==> config.mk <==
export PLATFORM = sky130hd
export DESIGN_NAME = systolic_array_host_driver
export DESIGN_NICKNAME = d
export VERILOG_FILES = /design/src/rtl/systolic_array_host_driver.sv
export SDC_FILE = /design/constraint.sdc
export NUM_CORES = 1
export LEC_CHECK = 0
export CAP_MARGIN = 0
export CORE_AREA = 8 8 93 95
export DETAILED_ROUTE_END_ITERATION = 16
export DIE_AREA = 0 0 101 103
export GPL_TIMING_DRIVEN = 0
export PLACE_DENSITY = 0.81
export REMOVE_ABC_BUFFERS = 1
export SYNTH_ARGS = -nofsm -noshare
export SYNTH_HDL_FRONTEND = slang
export SYNTH_SLANG_ARGS = --single-unit
==> constraint.sdc <==
create_clock -name clk -period 5.1 [get_ports clk]
set_input_delay 0.765 -clock clk [delete_from_list [all_inputs] [get_ports clk]]
set_output_delay 0.765 -clock clk [all_outputs]
set_load 0.05 [all_outputs]
==> src/rtl/systolic_array_host_driver.sv <==
// Host-side sequencer for the systolic array's nibble-serial pins: buffers the
// operand matrices, streams them row-major on start and captures the result burst.
module systolic_array_host_driver #(
    parameter  int BITWIDTH = 4,
    parameter  int OUTWIDTH = 8,
    parameter  int N        = 2,
    parameter  int TIMEOUT  = 64,
    localparam int AW       = (N * N > 1) ? $clog2(N * N) : 1
) (
    input  logic                clk,
    input  logic                rst,
    input  logic                wr_en,
    input  logic                wr_sel,
    input  logic [AW-1:0]       wr_addr,
    input  logic [BITWIDTH-1:0] wr_data,
    input  logic                start,
    output logic                busy,
    output logic                done,
    output logic                error,
    input  logic [AW-1:0]       rd_addr,
    output logic [OUTWIDTH-1:0] rd_data,
    output logic [BITWIDTH-1:0] sa_data,
    output logic                sa_load_weights,
    output logic                sa_load_inputs,
    output logic                sa_store_outputs,
    input  logic [OUTWIDTH-1:0] sa_results,
    input  logic                sa_valid_out
);
    localparam int unsigned     NN      = N * N;
    localparam int              TW      = $clog2(TIMEOUT + 1);
    localparam logic [AW-1:0]   LAST    = AW'(NN - 1);
    localparam logic [TW-1:0]   TO_LAST = TW'(TIMEOUT - 1);

    typedef enum logic [2:0] {
        S_IDLE,
        S_LOAD_W,
        S_LOAD_I,
        S_STORE,
        S_COLLECT
    } state_t;

    state_t                r_state;
    logic [AW-1:0]         r_k;
    logic [TW-1:0]         r_to;
    logic                  r_busy;
    logic                  r_done;
    logic                  r_error;
    logic [BITWIDTH-1:0]   r_sa_data;
    logic                  r_sa_lw;
    logic                  r_sa_li;
    logic                  r_sa_so;
    logic [BITWIDTH-1:0]   r_wbuf [NN];
    logic [BITWIDTH-1:0]   r_ibuf [NN];
    logic [OUTWIDTH-1:0]   r_rbuf [NN];

    state_t                w_nxt_state;
    logic [AW-1:0]         w_nxt_k;
    logic [TW-1:0]         w_nxt_to;
    logic                  w_nxt_done;
    logic                  w_nxt_error;
    logic                  w_capture;
    logic [BITWIDTH-1:0]   w_nxt_data;
    logic                  w_wr_in_range;
    logic                  w_rd_in_range;

    generate
        if (NN == (1 << AW)) begin : g_pow2
            assign w_wr_in_range = 1'b1;
            assign w_rd_in_range = 1'b1;
        end else begin : g_npow2
            localparam logic [AW:0] NN_W = (AW + 1)'(NN);
            assign w_wr_in_range = ({1'b0, wr_addr} < NN_W);
            assign w_rd_in_range = ({1'b0, rd_addr} < NN_W);
        end
    endgenerate

    always_comb begin
        w_nxt_state = r_state;
        w_nxt_k     = r_k;
        w_nxt_to    = r_to;
        w_nxt_done  = r_done;
        w_nxt_error = r_error;
        w_capture   = 1'b0;
        unique case (r_state)
            S_IDLE: begin
                if (start) begin
                    w_nxt_state = S_LOAD_W;
                    w_nxt_k     = '0;
                    w_nxt_done  = 1'b0;
                    w_nxt_error = 1'b0;
                end
            end
            S_LOAD_W: begin
                if (r_k == LAST) begin
                    w_nxt_state = S_LOAD_I;
                    w_nxt_k     = '0;
                end else begin
                    w_nxt_k = r_k + 1'b1;
                end
            end
            S_LOAD_I: begin
                if (r_k == LAST) begin
                    w_nxt_state = S_STORE;
                    w_nxt_k     = '0;
                end else begin
                    w_nxt_k = r_k + 1'b1;
                end
            end
            S_STORE: begin
                w_nxt_state = S_COLLECT;
                w_nxt_k     = '0;
                w_nxt_to    = '0;
            end
            S_COLLECT: begin
                if (sa_valid_out) begin
                    w_capture = 1'b1;
                    w_nxt_to  = '0;
                    if (r_k == LAST) begin
                        w_nxt_state = S_IDLE;
                        w_nxt_k     = '0;
                        w_nxt_done  = 1'b1;
                    end else begin
                        w_nxt_k = r_k + 1'b1;
                    end
                end else if (r_to == TO_LAST) begin
                    w_nxt_state = S_IDLE;
                    w_nxt_to    = '0;
                    w_nxt_error = 1'b1;
                end else begin
                    w_nxt_to = r_to + 1'b1;
                end
            end
            default: w_nxt_state = S_IDLE;
        endcase
    end

    // Outputs are registered from the next state/index so each strobe and its
    // nibble appear in the same cycle the FSM occupies that phase.
    always_comb begin
        w_nxt_data = '0;
        if (w_nxt_state == S_LOAD_W) begin
            w_nxt_data = r_wbuf[w_nxt_k];
        end else if (w_nxt_state == S_LOAD_I) begin
            w_nxt_data = r_ibuf[w_nxt_k];
        end
    end

    always_ff @(posedge clk) begin
        if (rst) begin
            r_state   <= S_IDLE;
            r_k       <= '0;
            r_to      <= '0;
            r_busy    <= 1'b0;
            r_done    <= 1'b0;
            r_error   <= 1'b0;
            r_sa_data <= '0;
            r_sa_lw   <= 1'b0;
            r_sa_li   <= 1'b0;
            r_sa_so   <= 1'b0;
            for (int unsigned i = 0; i < NN; i++) begin
                r_wbuf[i] <= '0;
                r_ibuf[i] <= '0;
                r_rbuf[i] <= '0;
            end
        end else begin
            r_state   <= w_nxt_state;
            r_k       <= w_nxt_k;
            r_to      <= w_nxt_to;
            r_busy    <= (w_nxt_state != S_IDLE);
            r_done    <= w_nxt_done;
            r_error   <= w_nxt_error;
            r_sa_data <= w_nxt_data;
            r_sa_lw   <= (w_nxt_state == S_LOAD_W);
            r_sa_li   <= (w_nxt_state == S_LOAD_I);
            r_sa_so   <= (w_nxt_state == S_STORE);
            if (wr_en && !r_busy && w_wr_in_range) begin
                if (wr_sel) begin
                    r_ibuf[wr_addr] <= wr_data;
                end else begin
                    r_wbuf[wr_addr] <= wr_data;
                end
            end
            if (w_capture) begin
                r_rbuf[r_k] <= sa_results;
            end
        end
    end

    assign busy             = r_busy;
    assign done             = r_done;
    assign error            = r_error;
    assign sa_data          = r_sa_data;
    assign sa_load_weights  = r_sa_lw;
    assign sa_load_inputs   = r_sa_li;
    assign sa_store_outputs = r_sa_so;
    assign rd_data          = w_rd_in_range ? r_rbuf[rd_addr] : '0;

endmodule

==> flow_metrics.tcl, run 1 <==
set metrics [dict create \
    post-cts-setup-buffer-count 0 \
    yosys-top-cells-area "sky130_fd_sc_hd__edfxtp_1, sky130_fd_sc_hd__dfxtp_1, sky130_fd_sc_hd__and2_1, sky130_fd_sc_hd__mux4_2, sky130_fd_sc_hd__nor3b_1" \
    area_inside_the_core_boundary_um2 7140 \
    relSlewSlack_pct 17.5 \
    synth-compound-area-share_pct 11.5 \
    setup.worst_path.start_class "input pin" \
    muxShareOfSynthArea_pct 4.79 \
    dieWidth_um 101 \
    timing.critical_path.required_ns 4.34 \
    antenna-diode-count 0 \
    via_count 2702 \
    first_pass_grt_wire_length_um 12800 \
    timing.fmax_ghz 0.273 \
    r2r_start "r_state[0]$_SDFF_PP0_" \
    root_buffer "sky130_fd_sc_hd__clkbuf_8" \
    top_level_ports 40 \
    route.detailed.vias_per_inst 5.62 \
    period_share_pct 71.8 \
    synth_top_cell_area_share_pct 46.0 \
    drt_first_pass_iters 5 \
    outcome "finished clean" \
    postLayoutCellArea_um2 4790 \
    drt_iter0_drc 50 \
    timing.clock.skew_ns 0.00762 \
    vdd_ir_drop_max_mv 0.208 \
    cts_h_tree_depth 3 \
    layout.filler_cells 548 \
    critical_path_endpoint "rd_data[6]" \
    ys_types 53 \
    timing.critical_path.fanout_max 8 \
    first_global_vias 2672 \
    number_of_clock_sinks 86 \
    rr_endpoint "sa_data[0]$_SDFF_PP0_" \
    die_h_um 103 \
    routed_wl_um 7910 \
    synth_cells 343 \
    remaining_routing_drc_violations 0 \
    critical_path.endpoint_type "output pin" \
    share_of_post_route_cells_with_drive_strength_above_1_pct 10.7 \
    max_slew.worst_pin.slew_ns 1.23 \
    initial_core_util_pct 58.5 \
    grt_max_degree 34 \
    path_clk_slew_ns 0.08 \
    cts_tree "built" \
    fin_total_pwr_mw 1.40 \
    synth_area_per_cell_um2 12.2 \
    cts-buffers-inserted 9 \
    layout.cells.most_common_list "sky130_fd_sc_hd__edfxtp_1, sky130_fd_sc_hd__and2_1, sky130_fd_sc_hd__clkdlybuf4s50_1" \
    synth_edf_count 64 \
    p_leak_nw 1.69 \
    globalplace.congestion 0.786 \
    async_reset_ff_share_pct 0 \
    r2r_slack_ns 2.46 \
    hold_buffers 0 \
    synth_flop_cell "sky130_fd_sc_hd__edfxtp_1" \
    totalNegativeSetupSlack_ns 0 \
    clk-insertion-delay-late_ns 0.34 \
    combinational_family_with_the_most_area_after_synthesis "simple AND/OR/NAND/NOR gates" \
    synth-warning-count 0 \
    finalNetCount 401 \
    r2r.worst_path.cells 5 \
    area_growth_syn_to_layout_pct 14.8 \
    synth_seq_cells 86 \
    core.rowCount 31 \
    powerDensity_nw_per_um2 292 \
    synthSimpleGateAreaFrac_pct 23.6 \
    total_routing_usage_gr_pct 16.1 \
    hold_violations 0 \
    placed_cells 465 \
    clock_tree.buffer_depth 2 \
    overall_die_area_um2 10400 \
    antenna_found_initial 0 \
    yosys.area_share.xor_xnor_pct 0.390 \
    synth-adder-area-share_pct 0.599 \
    layout_cells_excl_fill 481 \
    cts-resized-gates 0 \
    hpwl_um 5560 \
    detail-route-antenna-nets 0 \
    drt-wirelength-per-cell_um 16.4 \
    min_path_type "flop to flop" \
    post_dp_cell_area_um2 4600 \
    maxSlewViolCount 0 \
    layout_commonest_cell "sky130_fd_sc_hd__edfxtp_1" \
    yosysTopAreaCell "sky130_fd_sc_hd__edfxtp_1" \
    io_buffer_count 39 \
    shortest_period_the_worst_path_allows_ns 3.66 \
    finalSetupViolations 0 \
    globalRoute.totalOverflow 0 \
    fin_hold_ws_ns 0.493 \
    crit_start "rd_addr[0]" \
    synth.cell_area_um2 4180 \
    post_synthesis_sequential_area_ratio_pct 56.6 \
    setup_repair_after_global_routing_missed_its_margin "false" \
    timing_worst_setup_path_type "input pin to output pin" \
    arrival_time_reported_for_the_critical_path_endpoint_ns 2.89 \
    timing.max_cap.violations 0 \
]
## final cells by class
type | instances | area [µm²] | area share (%)
Sequential cell | 86 | 2360 | 49.3
Multi-Input combinational cell | 236 | 1710 | 35.6
Inverter | 5 | 18.8 | 0.392
Clock inverter | 6 | 62.6 | 1.31
Timing Repair Buffer | 39 | 390 | 8.14
Clock buffer | 10 | 128 | 2.66
Tap cell | 99 | 124 | 2.58
## layer usage
layer	vias up	global-route usage [%]	routed length [µm]
li1	1345	-	-
met1	1296	17.7	3330
met3	12	3.24	267
met4	0	8.48	140
met2	49	28.9	4170
met5	-	0	0
## cells by family after synthesis
logic type	Yosys count
simple gates	156
flops	86
fa+ha+maj	2
buf+inv	21
compound gates	67
xor+xnor	1
mux	10
## how the worst min path moves through the flow
stage                                       to  cells after the start            startpoint  slack (ns)
after detailed placement    error$_SDFFE_PP0P_                      2    error$_SDFFE_PP0P_        0.48
after floorplan           r_to[6]$_SDFFE_PP0P_                      1  r_to[6]$_SDFFE_PP0P_        0.46
after CTS                   error$_SDFFE_PP0P_                      2    error$_SDFFE_PP0P_        0.49
final                        done$_SDFFE_PP0P_                      2     done$_SDFFE_PP0P_        0.49
after global placement      error$_SDFFE_PP0P_                      2    error$_SDFFE_PP0P_        0.47
after global routing      r_to[6]$_SDFFE_PP0P_                      1  r_to[6]$_SDFFE_PP0P_        0.53
## sequential cells by signal, indices dropped and copies added, names as in the netlist, 2 cells and up
register and flops:
r_ibuf 16, r_k 2, r_to 7, sa_data 4
r_wbuf 16, r_state 3, r_rbuf 32
## through the flow
step | setup WS (ns) | utilization (%)
5_1_grt | 1.34 | 67.2
4_1_cts | 1.39 | 67.2
6_report | 1.44 | 67.2
3_5_place_dp | 1.39 | 64.5
3_3_place_gp | 1.41 | 64.5
2_1_floorplan | 2.77 | -
## Yosys cell counts (3+ instances only)
master	n
sky130_fd_sc_hd__a21oi_1	8
sky130_fd_sc_hd__nand4_1	5
sky130_fd_sc_hd__and2_1	61
sky130_fd_sc_hd__o211ai_1	9
sky130_fd_sc_hd__dfxtp_1	22
sky130_fd_sc_hd__inv_1	4
sky130_fd_sc_hd__nand2b_1	6
sky130_fd_sc_hd__nor2b_1	3
sky130_fd_sc_hd__o21ai_0	15
sky130_fd_sc_hd__nand3_1	4
sky130_fd_sc_hd__mux4_2	8
sky130_fd_sc_hd__and3_1	4
sky130_fd_sc_hd__o21a_1	17
sky130_fd_sc_hd__edfxtp_1	64
sky130_fd_sc_hd__or2_2	7
sky130_fd_sc_hd__buf_4	5
sky130_fd_sc_hd__nor2_1	16
sky130_fd_sc_hd__nor3b_1	18
sky130_fd_sc_hd__nor3_1	5
sky130_fd_sc_hd__clkbuf_1	4
sky130_fd_sc_hd__nand2_1	11
sky130_fd_sc_hd__buf_2	6
sky130_fd_sc_hd__or3_1	3
## report_power, final
group          switching, mW  internal [mW]  total, mW
Combinational         0.0910         0.0616      0.153
Clock                  0.235          0.225      0.461
Sequential            0.0120          0.774      0.786
## critical path, cell delays in order
cell,delay [ns]
sky130_fd_sc_hd__clkdlybuf4s50_1,0.83
sky130_fd_sc_hd__mux4_2,0.58
sky130_fd_sc_hd__clkdlybuf4s50_1,0.72
No activity file was read; power rests on OpenSTA's default activity.
==> run 2: changes to the inputs <==
CORE_AREA = 8 8 99 101   (was 8 8 93 95)
DIE_AREA = 0 0 107 109   (was 0 0 101 103)
PLACE_DENSITY = 0.75   (was 0.81)
clock period = 3.3 ns   (was 5.1 ns; I/O delays follow)
==> run 2 against run 1 <==
  * Register-to-register slack worse by 1.7 ns
  * Sequential power increased by 55%
  * Critical path depth did not move
  * Routed wire length is 6.4% higher
  * Highest routed layer unchanged
  * Largest power group unchanged
  * Clock-buffer cell count is the same
  * Cell area rose by 0.23%
  * Combinational power rose by 54%
  * Critical path type unchanged
  * Worst hold slack lost 0.020 ns
==> flow_metrics.tcl, run 2 (same netlist as run 1, synthesis figures left out) <==
set metrics [dict create \
    setup.worst_path.start_class "input pin" \
    cts_h_tree_depth 3 \
    route.detailed.vias_per_inst 5.56 \
    timing.max_cap.violations 0 \
    globalplace.congestion 0.755 \
    antenna_found_initial 0 \
    relSlewSlack_pct 17.2 \
    hold_violations 0 \
    root_buffer "sky130_fd_sc_hd__clkbuf_8" \
    finalSetupViolations 0 \
    p_leak_nw 1.69 \
    critical_path.top_delay_family "buffers and inverters" \
    shortest_period_the_worst_path_allows_ns 3.12 \
    max_slew.worst_pin.slew_ns 1.24 \
    detail-route-antenna-nets 0 \
    critical_path.cell_chain "clkdlybuf4s50_1 > mux4_2 > clkdlybuf4s50_1" \
    drt_first_pass_iters 5 \
    totalNegativeSetupSlack_ns 0 \
    drt-wirelength-per-cell_um 17.2 \
    post-cts-setup-buffer-count 0 \
    top_level_ports 40 \
    critical_path_endpoint "rd_data[3]" \
    via_count 2724 \
    cts-resized-gates 0 \
    r2r_start "r_state[0]$_SDFF_PP0_" \
    clock_tree.buffer_depth 2 \
    path_clk_slew_ns 0.08 \
    area_inside_the_core_boundary_um2 8380 \
    setup_repair_after_global_routing_missed_its_margin "false" \
    vdd_ir_drop_max_mv 0.241 \
    area_growth_syn_to_layout_pct 15.1 \
    maxSlewViolCount 0 \
    timing.clock.skew_ns 0.0108 \
    overall_die_area_um2 11700 \
    critical_path.endpoint_type "output pin" \
    r2r_slack_ns 0.72 \
    period_share_pct 94.5 \
    core.rowCount 34 \
    share_of_post_route_cells_with_drive_strength_above_1_pct 10.5 \
    number_of_clock_sinks 86 \
    arrival_time_reported_for_the_critical_path_endpoint_ns 2.62 \
    finalNetCount 401 \
    timing_worst_setup_path_type "input pin to output pin" \
    critical_path_cell_count 3 \
    total_routing_usage_gr_pct 15.2 \
    first_global_vias 2718 \
    largest-register "r_rbuf" \
    r2r.worst_path.cells 5 \
    grt_max_degree 34 \
    layout.cells.most_common_list "sky130_fd_sc_hd__edfxtp_1, sky130_fd_sc_hd__and2_1, sky130_fd_sc_hd__clkdlybuf4s50_1" \
    dieWidth_um 107 \
    io_buffer_count 39 \
    cts-buffers-inserted 9 \
    initial_core_util_pct 49.8 \
    flip_flop_count_of_the_largest_register_all_copies_and_words_added 32 \
    final_core_utilization_pct 57.3 \
    die_h_um 109 \
    hpwl_um 5970 \
    outcome "finished clean" \
    crit_start "rd_addr[0]" \
    crit_slowest_cell "sky130_fd_sc_hd__clkdlybuf4s50_1" \
    routed_wl_um 8420 \
    timing.fmax_ghz 0.321 \
    rr_endpoint "sa_data[0]$_SDFF_PP0_" \
    reg.largest.list "r_rbuf: 32 flops, r_ibuf: 16 flops, r_wbuf: 16 flops" \
    hold_buffers 0 \
    first_pass_grt_wire_length_um 13600 \
    min_path_type "flop to flop" \
    clk-insertion-delay-late_ns 0.36 \
    cts_tree "built" \
    drt_iter0_drc 147 \
    timing.critical_path.fanout_max 8 \
    layout_commonest_cell "sky130_fd_sc_hd__edfxtp_1" \
    remaining_routing_drc_violations 0 \
    powerDensity_nw_per_um2 451 \
    layout.filler_cells 714 \
    globalRoute.totalOverflow 0 \
    min_path_cells 2 \
    worst-path-buf-inv 2 \
    worst_path_largest_cell_delay_ns 0.83 \
    timing.critical_path.required_ns 2.80 \
    worst_path_most_repeated_cell "sky130_fd_sc_hd__clkdlybuf4s50_1" \
    antenna-diode-count 0 \
]
run 2: worst reg2reg max path, stage by stage (launching register included):
cell and delay [ns]:
sky130_fd_sc_hd__dfxtp_1 0.46, sky130_fd_sc_hd__or3_1 0.48, sky130_fd_sc_hd__o22ai_2 0.93, sky130_fd_sc_hd__nor3b_1 0.14, sky130_fd_sc_hd__o21ai_0 0.30, sky130_fd_sc_hd__nand4_1 0.15
run 2: report_power, final:
group	total, mW	internal, mW	switching, mW	leakage (nW)
logic	0.236	0.0952	0.141	0.757
clock network	0.716	0.347	0.369	0.0899
registers	1.22	1.20	0.0196	0.841
total	2.17	1.64	0.530	1.69
run 2: per-layer routing:
metal	track usage (%)	part of all wire, %
met1	17.6	44
met5	0	0
met2	26.0	50
met3	3.07	3.7
met4	8.24	2.6
run 2: final cells by class:
class | instances | area (µm²) | share of cell area (%)
flip-flops and latches | 86 | 2360 | 49.2
repair buffers | 39 | 390 | 8.12
clock inverters | 6 | 62.6 | 1.30
well taps | 108 | 135 | 2.81
inverters | 5 | 18.8 | 0.391
clock buffers | 10 | 128 | 2.66
multi-input cells | 236 | 1710 | 35.5
run 2: worst min-delay path by stage:
stage | start | end | slack (ns)
floorplan | r_to[6]$_SDFFE_PP0P_ | r_to[6]$_SDFFE_PP0P_ | 0.46
global placement | error$_SDFFE_PP0P_ | error$_SDFFE_PP0P_ | 0.46
detailed placement | done$_SDFFE_PP0P_ | done$_SDFFE_PP0P_ | 0.46
CTS | done$_SDFFE_PP0P_ | done$_SDFFE_PP0P_ | 0.48
global route | done$_SDFFE_PP0P_ | done$_SDFFE_PP0P_ | 0.49
finish | done$_SDFFE_PP0P_ | done$_SDFFE_PP0P_ | 0.47
run 2: metrics by stage:
step / setup slack [ns] / cells / area (µm²) / hold WS (ns) / total power [mW]
floorplan: 1.20 / 327 / 4090 / 0.462 / 1.38
global placement: 0.0671 / 474 / 4610 / 0.460 / 1.47
detailed placement: 0.0152 / 474 / 4610 / 0.464 / 1.48
CTS: 0.131 / 490 / 4800 / 0.478 / 2.18
global route: 0.0578 / 490 / 4800 / 0.493 / 2.24
finish: 0.182 / 490 / 4800 / 0.473 / 2.17
